`config.mk`:
```
export PLATFORM = sky130hd
export DESIGN_NAME = slave_port_flat
export DESIGN_NICKNAME = d
export VERILOG_FILES = /design/src/rtl/slave_port_pkg.sv /design/src/rtl/slave_port_if.sv /design/src/rtl/slave_port.sv /design/src/flat_wrapper.sv
export SDC_FILE = /design/constraint.sdc
export NUM_CORES = 1
export LEC_CHECK = 0
export BUFFER_PORTS_ARGS = -buffer_cell sky130_fd_sc_hd__buf_4
export CAP_MARGIN = 20
export CORE_AREA = 3 3 88 123
export DETAILED_ROUTE_END_ITERATION = 12
export DIE_AREA = 0 0 91 126
export PLACE_DENSITY = 0.89
export SLEW_MARGIN = 20
export SYNTH_ARGS = -nofsm -noshare
export SYNTH_HDL_FRONTEND = slang
export SYNTH_SLANG_ARGS = --single-unit
```
`constraint.sdc`:
```
create_clock -name clk -period 2.43 [get_ports clk]
set_input_delay 0.3645 -clock clk [delete_from_list [all_inputs] [get_ports clk]]
set_output_delay 0.3645 -clock clk [all_outputs]
set_load 0.02 [all_outputs]
```
`src/rtl/slave_port_pkg.sv`:
```
// Shared types and constants for the memory-mapped slave port.
//   slave_state_t        : slave FSM states
//   port_transmite_type  : master -> slave command/write-data bundle
//   port_receive_type    : slave -> master read-data/flow-control bundle
//   MAX_BURST / CNT_W    : largest burst length and the beat counter width
//   eff_burst()          : burstcount with 0 mapped to 1
//   lane_mask()          : byte-enable nibble expanded to a 32-bit mask
package slave_port_pkg;

  localparam int MAX_BURST = 15;
  localparam int CNT_W     = $clog2(MAX_BURST + 1);

  typedef enum logic [1:0] {
    IDLE       = 2'd0,
    WRITE      = 2'd1,
    READ_ISSUE = 2'd2,
    READ_DRAIN = 2'd3
  } slave_state_t;

  typedef struct packed {
    logic        read;
    logic        write;
    logic [3:0]  dataena;
    logic [3:0]  burstcount;
    logic [31:0] addr;
    logic [31:0] wdata;
  } port_transmite_type;

  typedef struct packed {
    logic [31:0] rdata;
    logic        valid;
    logic        waitrequest;
  } port_receive_type;

  function automatic logic [3:0] eff_burst(input logic [3:0] bc);
    return (bc == 4'd0) ? 4'd1 : bc;
  endfunction

  function automatic logic [31:0] lane_mask(input logic [3:0] be);
    logic [31:0] m;
    for (int b = 0; b < 4; b++) m[8*b +: 8] = {8{be[b]}};
    return m;
  endfunction

endpackage

```
`src/rtl/slave_port_if.sv`:
```
// Master/slave bus bundle for slave_port.
//   master2slave : command, address, byte enables, burst length, write data
//   slave2master : read data, read-data valid, waitrequest
// modport master drives commands; modport slave answers them.
interface slave_port_if;
  import slave_port_pkg::*;

  port_transmite_type master2slave;
  port_receive_type   slave2master;

  modport master (output master2slave, input  slave2master);
  modport slave  (input  master2slave, output slave2master);

endinterface

```
`src/rtl/slave_port.sv`:
```
// Burst-capable slave port in front of a synchronous single-port memory.
// Decodes a 4*2^MEM_AW byte window at BASE_ADDR, streams write beats to the
// memory one cycle after acceptance, and returns read bursts with a fixed
// three-edge latency from the accepting edge.
//   clk        : single clock, rising edge
//   rst        : asynchronous, active-low reset
//   bus        : slave modport (master2slave in, slave2master out)
//   mem_addr   : word address to memory
//   mem_we     : memory write strobe
//   mem_be     : memory byte-lane enables
//   mem_wdata  : memory write data
//   mem_rdata  : memory read data, one cycle after mem_addr with mem_we=0
module slave_port
  import slave_port_pkg::*;
#(
  parameter int          MEM_AW    = 10,
  parameter logic [31:0] BASE_ADDR = 32'h0000_0000
) (
  input  logic              clk,
  input  logic              rst,
  slave_port_if.slave       bus,
  output logic [MEM_AW-1:0] mem_addr,
  output logic              mem_we,
  output logic [3:0]        mem_be,
  output logic [31:0]       mem_wdata,
  input  logic [31:0]       mem_rdata
);

  localparam logic [32:0] WIN_BYTES = 33'd4 << MEM_AW;

  port_transmite_type m2s;
  assign m2s = bus.master2slave;

  slave_state_t      state_q, state_d;
  logic              wait_q, wait_d;
  logic [MEM_AW-1:0] waddr_q, waddr_d;
  logic [3:0]        be_q, be_d;
  logic              in_range_q, in_range_d;
  logic [CNT_W-1:0]  cnt_q, cnt_d;
  // [0]: a read address is on mem_addr this cycle; [1]: mem_rdata holds read data
  logic [1:0]        vld_pipe_q, vld_pipe_d;
  logic              valid_q, valid_d;
  logic [31:0]       rdata_q, rdata_d;
  logic [MEM_AW-1:0] mem_addr_q, mem_addr_d;
  logic              mem_we_q, mem_we_d;
  logic [3:0]        mem_be_q, mem_be_d;
  logic [31:0]       mem_wdata_q, mem_wdata_d;

  // Command decode
  logic [31:0]       win_off;
  logic              cmd_in_range;
  logic [MEM_AW-1:0] cmd_waddr;
  logic [3:0]        cmd_burst;

  always_comb begin
    win_off      = m2s.addr - BASE_ADDR;
    cmd_in_range = (m2s.addr >= BASE_ADDR) && ({1'b0, win_off} < WIN_BYTES);
    cmd_waddr    = m2s.addr[MEM_AW+1:2];
    cmd_burst    = eff_burst(m2s.burstcount);
  end

  always_comb begin
    state_d     = state_q;
    waddr_d     = waddr_q;
    be_d        = be_q;
    in_range_d  = in_range_q;
    cnt_d       = cnt_q;
    mem_addr_d  = mem_addr_q;
    mem_be_d    = mem_be_q;
    mem_wdata_d = mem_wdata_q;
    mem_we_d    = 1'b0;
    vld_pipe_d  = {vld_pipe_q[0], 1'b0};
    // Read return path runs independently of the FSM: one register stage
    // behind mem_rdata, masked by the captured lanes and window hit.
    valid_d     = vld_pipe_q[1];
    rdata_d     = 32'h0;
    if (vld_pipe_q[1] && in_range_q) rdata_d = mem_rdata & lane_mask(be_q);

    unique case (state_q)
      IDLE: begin
        // wait_q is only high here in the first cycle out of reset.
        if (!wait_q && m2s.write) begin
          // Write wins over a simultaneous read; first beat goes out now.
          be_d        = m2s.dataena;
          in_range_d  = cmd_in_range;
          mem_we_d    = cmd_in_range;
          mem_addr_d  = cmd_waddr;
          mem_be_d    = m2s.dataena;
          mem_wdata_d = m2s.wdata;
          waddr_d     = cmd_waddr + MEM_AW'(1);
          cnt_d       = CNT_W'(cmd_burst - 4'd1);
          if (cmd_burst > 4'd1) state_d = WRITE;
        end else if (!wait_q && m2s.read) begin
          be_d       = m2s.dataena;
          in_range_d = cmd_in_range;
          waddr_d    = cmd_waddr;
          cnt_d      = CNT_W'(cmd_burst);
          state_d    = READ_ISSUE;
        end
      end
      WRITE: begin
        // write low is a stall: nothing moves.
        if (m2s.write) begin
          mem_we_d    = in_range_q;
          mem_addr_d  = waddr_q;
          mem_be_d    = be_q;
          mem_wdata_d = m2s.wdata;
          waddr_d     = waddr_q + MEM_AW'(1);
          if (cnt_q != '0) cnt_d = cnt_q - CNT_W'(1);
          if (cnt_q <= CNT_W'(1)) state_d = IDLE;
        end
      end
      READ_ISSUE: begin
        mem_addr_d    = waddr_q;
        mem_be_d      = be_q;
        vld_pipe_d[0] = 1'b1;
        waddr_d       = waddr_q + MEM_AW'(1);
        if (cnt_q != '0) cnt_d = cnt_q - CNT_W'(1);
        if (cnt_q <= CNT_W'(1)) state_d = READ_DRAIN;
      end
      READ_DRAIN: begin
        // Leave when the final beat is on the bus and nothing is in flight.
        if (valid_q && (vld_pipe_q == 2'b00)) state_d = IDLE;
      end
      default: state_d = IDLE;
    endcase

    wait_d = (state_d == READ_ISSUE) || (state_d == READ_DRAIN);
  end

  always_ff @(posedge clk or negedge rst) begin
    if (!rst) begin
      state_q     <= IDLE;
      wait_q      <= 1'b1;
      waddr_q     <= '0;
      be_q        <= '0;
      in_range_q  <= 1'b0;
      cnt_q       <= '0;
      vld_pipe_q  <= '0;
      valid_q     <= 1'b0;
      rdata_q     <= '0;
      mem_addr_q  <= '0;
      mem_we_q    <= 1'b0;
      mem_be_q    <= '0;
      mem_wdata_q <= '0;
    end else begin
      state_q     <= state_d;
      wait_q      <= wait_d;
      waddr_q     <= waddr_d;
      be_q        <= be_d;
      in_range_q  <= in_range_d;
      cnt_q       <= cnt_d;
      vld_pipe_q  <= vld_pipe_d;
      valid_q     <= valid_d;
      rdata_q     <= rdata_d;
      mem_addr_q  <= mem_addr_d;
      mem_we_q    <= mem_we_d;
      mem_be_q    <= mem_be_d;
      mem_wdata_q <= mem_wdata_d;
    end
  end

  assign bus.slave2master = '{rdata: rdata_q, valid: valid_q, waitrequest: wait_q};
  assign mem_addr  = mem_addr_q;
  assign mem_we    = mem_we_q;
  assign mem_be    = mem_be_q;
  assign mem_wdata = mem_wdata_q;

endmodule

```
`src/flat_wrapper.sv`:
```
// flat-port wrapper written by rule: the top's interface ports become plain ports
module slave_port_flat import slave_port_pkg::*;
#(
  parameter int          MEM_AW    = 10,
  parameter logic [31:0] BASE_ADDR = 32'h0000_0000
)
  (clk, rst, mem_addr, mem_we, mem_be, mem_wdata, mem_rdata, bus_master2slave, bus_slave2master);
  slave_port_if bus_i ();
  input  logic clk;
  input  logic rst;
  output logic [MEM_AW-1:0] mem_addr;
  output logic mem_we;
  output logic [3:0] mem_be;
  output logic [31:0] mem_wdata;
  input  logic [31:0] mem_rdata;
  input wire logic [$bits(bus_i.master2slave)-1:0] bus_master2slave;
  output wire logic [$bits(bus_i.slave2master)-1:0] bus_slave2master;
  assign bus_i.master2slave = bus_master2slave;
  assign bus_slave2master = bus_i.slave2master;
  slave_port #(.MEM_AW(MEM_AW), .BASE_ADDR(BASE_ADDR)) u_core (.clk(clk), .rst(rst), .bus(bus_i), .mem_addr(mem_addr), .mem_we(mem_we), .mem_be(mem_be), .mem_wdata(mem_wdata), .mem_rdata(mem_rdata));
endmodule
```
# Yosys cells after proc, flatten, opt, wreduce, memory -nomap -nowiden
# Index checks and enable logic that the tools add are counted.
totals:
  ff_bits: 104
  out_inout_bits: 81
classes:
  n_reduce_logical: 18
  eq_ne: 8
  add_sub_neg: 4
  mux: 36
  n_lt_le_gt_ge: 4
  bitwise_logic: 1
ops:
  columns: ["cell", "n"]
  rows:
  - ["$mux 32", 3]
  - ["$pmux 32 s2", 1]
  - ["$pmux 10 s3", 2]
  - ["$mux 10", 5]
  - ["$mux 4", 9]
  - ["$and 32x32->32", 1]
  - ["$ge 32x1->1 const B", 1]
  - ["$lt 32x13->1 const B", 1]
  - ["$pmux 4 s3", 2]
  - ["$add 10x1->10 const B", 2]
  - ["$mux 2", 7]
  - ["$reduce_and 3->1", 3]
  - ["$eq 2x2->1 const B", 4]
  - ["$pmux 2 s4", 1]
  - ["$sub 4x1->4 const B", 2]
  - ["$logic_and 1x1->1", 5]
  - ["$mux 1", 5]
  - ["$gt 4x1->1 const B", 1]
  - ["$le 4x1->1 const B", 1]
  - ["$logic_not 2->1", 2]
  - ["$logic_not 4->1", 1]
  - ["$reduce_bool 2->1", 2]
  - ["$reduce_bool 4->1", 1]
  - ["$ne 3x1->1 const B", 1]
  - ["other kinds (8)", 8]

# Longest topological paths before layout
depth:
  ltp_word: 8
  ltp_mapped: 9
  ltp_nobuf: 7

# Worst setup path before layout
# No wires, ideal clock.
synth_path:
  path_type: "register to register"
  start: "register u_core.state_q[0]"
  end: "register u_core.cnt_q[1]"
  path_slack_ns: 0.631
  setup_ns: 0.125
  period_less_slack_ns: 1.799
  required_time_ns: 2.305
  path_stages_with_launch: 9
  t_arrival_ns: 1.674
  cell_sequence: "dfrtp_1 -> inv_1 -> ha_1 -> buf_6 -> nor2b_4 -> o21ai_4 -> buf_6 -> o311a_4 -> mux2_2"
synth_between:
  elab_chain_len: 3
  elab_cells_between_ends: 8
synth_rtl:
  columns: ["element", "line_no", "source"]
  rows:
  - ["start: declaration", "slave_port.sv:34", "slave_state_t state_q, state_d;"]
  - ["start signal: assignment", "slave_port.sv:147", "state_q <= state_d;"]
  - ["$eq 2x1->1 (tied with other cells)", "slave_port.sv:79", "unique case (state_q)"]
  - ["$ne 2x2->1 (no source line) (tied with other cells)", null, null]
  - ["$reduce_and 3->1 (no source line)", null, null]
  - ["end signal: assignment", "slave_port.sv:152", "cnt_q <= cnt_d;"]
  - ["end: declaration", "slave_port.sv:39", "logic [CNT_W-1:0] cnt_q, cnt_d;"]
# Several ways; a longest one is shown, not always the timed one.
# A chain may end at the register's enable or synchronous reset.

# Worst setup path in the final report
layout_path:
  start: "register u_core.state_q[0]"
  end: "register u_core.waddr_q[8]"
layout_between:
  elab_chain_len: 3
  elab_cells_between_ends: 8
layout_rtl:
  columns: ["element", "line_no", "source"]
  rows:
  - ["$eq 2x1->1 (tied with other cells)", "slave_port.sv:79", null]
  - ["$ne 2x2->1 (no source line) (tied with other cells)", null, null]
  - ["$reduce_and 3->1 (no source line)", null, null]
  - ["end signal: assignment", "slave_port.sv:149", "waddr_q <= waddr_d;"]
  - ["end: declaration", "slave_port.sv:36", "logic [MEM_AW-1:0] waddr_q, waddr_d;"]
# Several ways; a longest one is shown, not always the timed one.

==> impl_metrics.py <==
metrics = {
    "run_status": {
        "status": "finished with violations",
        "violations": "hold timing",
    },
    "clock_network": {
        "cts_tree": "yes",
        "clkLatencyLatePin_ps": 340,
        "clk_pin_slew_ps": 70,
        "clk_path_buf_depth": 2,
        "clkSinkCount": 104,
        "ctsHoldBuffers": 0,
        "numCtsBuffers": 9,
        "htreeDepth": 3,
        "clock-root-buffer": "clkbuf_16",
    },
    "floorplanning": {
        "dieArea_um2": 11500,
        "die_height_um": 126,
        "die_w_um": 91,
        "row_count": 43,
        "io_pins": 189,
        "core_um2": 9900,
        "start_util_pct": 48.3,
    },
    "grt": {
        "grt_use_total_pct": 20.9,
        "gr-usage-met3_pct": 4.06,
        "grt_overflow": 0,
        "use_met2_pct": 38.7,
        "grt.busiest_layer": "met2",
        "grt_max_degree": 67,
        "grt_pass1_vias": 3910,
        "grt_pass1_wl_um": 19200,
        "met1_usage_pct": 23.5,
        "antenna_found_initial": 0,
    },
    "layout": {
        "antennaDiodeCount": 0,
        "nets": 709,
        "multi_input_area_um2": 2020,
        "nFillCells": 777,
        "regArea_um2": 2600,
        "drive_gt1_share_pct": 43.3,
        "utilization_pct": 66.4,
        "area_growth_pct": 37.5,
    },
    "job": {
        "maxCapViolCount": 0,
    },
    "synth": {
        "ys.warnings.count": 0,
        "ys.flop_type": "dfrtp_1",
        "muxShareOfSynthArea_pct": 11.9,
        "synth_compound_area_share_pct": 9.16,
        "synth_top_area_cell": "dfrtp_1",
        "avgSynthCellArea_um2": 11.8,
        "async_flop_share_pct": 100,
        "synth_enable_flop_cells": 0,
        "synth-simple-area-share_pct": 16.4,
        "yosysSeqAreaShare_pct": 54.5,
        "synth_most_common_cell": "dfrtp_1",
        "syn_inst": 406,
        "synth_top_family_by_area": "simple AND/OR/NAND/NOR gates",
        "syn_nets": 525,
        "synth_xor_area_share_pct": 1.83,
        "yosys.area_share.adder_pct": 2.88,
        "synth_cell_types": 57,
        "syn_area_um2": 4780,
        "yosysTopAreaCellShare_pct": 53.9,
        "ys_seq_elements": 104,
        "yosys-top-cells-count": "dfrtp_1 (103), and2_1 (33), mux2_2 (33), nor2_1 (29), a21oi_1 (24)",
        "synth.area.top_cells": "dfrtp_1 (54%), mux2_2 (7.8%), and2_1 (4.3%)",
    },
    "setup_path": {
        "max_stage_delay_ps": 450,
        "path_class": "reg2reg",
        "worstPathMaxFanout": 12,
        "crit_path_start_kind": "register",
        "cp_slowest_cell": "and3b_1",
        "cp-end-kind": "register",
        "critPathRequiredTime_ps": 2640,
        "arrival_ps": 2360,
        "path_cells": "inv_1, ha_1, nor2b_4, o21ai_4, and3b_1, o2bb2ai_1, a21oi_1",
    },
    "sta": {
        "maxSlewHeadroom_pct": 60.4,
        "fmax_ghz": 0.464,
        "fin_crit_ps": 2150,
        "fin_hold_ws_ps": -7.43,
        "period_share_pct": 88.6,
        "drv_slew": 0,
        "skew_ps": 7.43,
        "tns_ps": 0,
        "setup_slack_ps": 277,
        "hold_violations": 4,
        "rsz0062_at_grt": "no",
        "setup_violations": 0,
        "tightest_slew_ps": 592,
    },
    "routing": {
        "drc": 0,
        "wire_per_inst_um": 16.5,
        "drtIter0Drc": 335,
        "dr.pass1.iters": 4,
        "vias_per_cell": 5.18,
        "drtAntennaViolNets": 0,
        "wl_um": 12000,
        "vias": 3768,
    },
    "placed_design": {
        "numPortBuffers": 186,
        "dpl_worst_slack_ps": 245,
        "dp_hpwl_um": 9210,
        "globalplace.congestion": 0.870,
    },
    "power": {
        "ir_worst_vdd_mv": 0.508,
        "p_per_area_nw_per_um2": 1240,
        "p_leak_nw": 3.20,
    },
    "min_path": {
        "min_path_type": "in2async",
    },
}
repair_timing:
item                                   4_1_cts  5_1_grt
endpoints found under the hold margin        0        0
setup endpoints to repair                    0        3
gates resized for setup                      0        1
buffers inserted                             0        0
cell families (layout without fill, tap and decap cells):
| kind of cell | after synthesis | after routing |
|---|---|---|
| adder cells (fa/ha/maj) | 11 | 11 |
| multiplexers | 52 | 52 |
| AND/OR/NAND/NOR | 138 | 138 |
| AO/OA/AOI/OAI | 62 | 62 |
| buffers and inverters | 29 | 216 |
| XOR/XNOR | 10 | 10 |
| flip-flops | 104 | 104 |
metal layers:
metal	vias to the layer above	part of all wire (%)
li1	1779	-
met2	138	56
met1	1830	36
met4	0	2.3
met3	21	5.1
met5	-	0
metrics by stage:
stage	power (mW)	cell area (µm²)	hold slack, ps	instances
3_3_place_gp	6.54	6280	360	714
6_report	8.13	6570	-7.43	728
3_5_place_dp	6.74	6280	372	714
4_1_cts	8.17	6560	13.8	728
5_1_grt	8.62	6570	26.2	728
2_1_floorplan	5.43	4780	68.9	406
state kept, by name, summed over array words and instances, names as in the netlist:
| name | count |
|---|---|
| u_core.wait_q | 1 |
| u_core.vld_pipe_q | 2 |
| u_core.state_q | 2 |
| u_core.in_range_q | 1 |
| u_core.be_q | 4 |
| u_core.mem_we | 1 |
| u_core.valid_q | 1 |
| u_core.mem_wdata | 32 |
| u_core.mem_be | 4 |
| u_core.rdata_q | 32 |
| u_core.waddr_q | 10 |
| u_core.mem_addr | 10 |
| u_core.cnt_q | 4 |
report_power, final:
| group | leakage, nW | total [mW] | switching [mW] | internal [mW] |
|---|---|---|---|---|
| clock network | 0.141 | 1.41 | 0.591 | 0.815 |
| registers | 1.29 | 2.83 | 0.455 | 2.37 |
| logic | 1.76 | 3.90 | 2.11 | 1.78 |
| total | 3.20 | 8.13 | 3.16 | 4.97 |
critical path: cells and delay by family (launching register included):
family / cells / cell delay (ps)
compound gates: 3 / 570
simple gates: 2 / 630
buf+inv: 1 / 90
fa+ha+maj: 1 / 330
flops: 1 / 400
worst paths after layout:
check                                          startpoint  depth (start not counted)  slack (ps)                               end
hold / removal                                        rst                          1          -7  u_core.mem_wdata[20]$_DFFE_PN0P_
setup / recovery              u_core.state_q[0]$_DFF_PN0_                          7         280     u_core.waddr_q[8]$_DFFE_PN0P_
hold reg to reg            u_core.vld_pipe_q[0]$_DFF_PN0_                          0         390    u_core.vld_pipe_q[1]$_DFF_PN0_
min in group clk                             mem_rdata[4]                          2         230       u_core.rdata_q[4]$_DFF_PN0_
setup reg to reg              u_core.state_q[0]$_DFF_PN0_                          7         280     u_core.waddr_q[8]$_DFFE_PN0P_
max in group asynchronous                             rst                          2        1700  u_core.mem_wdata[31]$_DFFE_PN0P_
area by class of cell:
| type | instances | share of cell area (%) |
|---|---|---|
| timing repair buffer | 191 | 22.0 |
| clock inverter | 3 | 0.667 |
| clock buffer | 11 | 3.70 |
| inverter | 11 | 0.629 |
| sequential | 104 | 39.6 |
| tap | 135 | 2.57 |
| multi-input combinational | 273 | 30.8 |
placed cells by master (no fill, tap or decap), types with 5 or more instances in the layout:
| cell | instances |
|---|---|
| nand4_1 | 7 |
| clkbuf_16 | 9 |
| a21oi_1 | 24 |
| and2_1 | 33 |
| ha_1 | 11 |
| inv_1 | 10 |
| nor3_1 | 5 |
| buf_4 | 190 |
| nor2_1 | 29 |
| mux2_2 | 33 |
| nand3_1 | 9 |
| and3_1 | 6 |
| mux2_1 | 5 |
| mux2i_1 | 14 |
| o21ai_0 | 13 |
| nor4_1 | 6 |
| xnor2_1 | 6 |
| dfrtp_1 | 103 |
| nand2_1 | 22 |
Note: power is estimated with default switching activity, not from simulation.
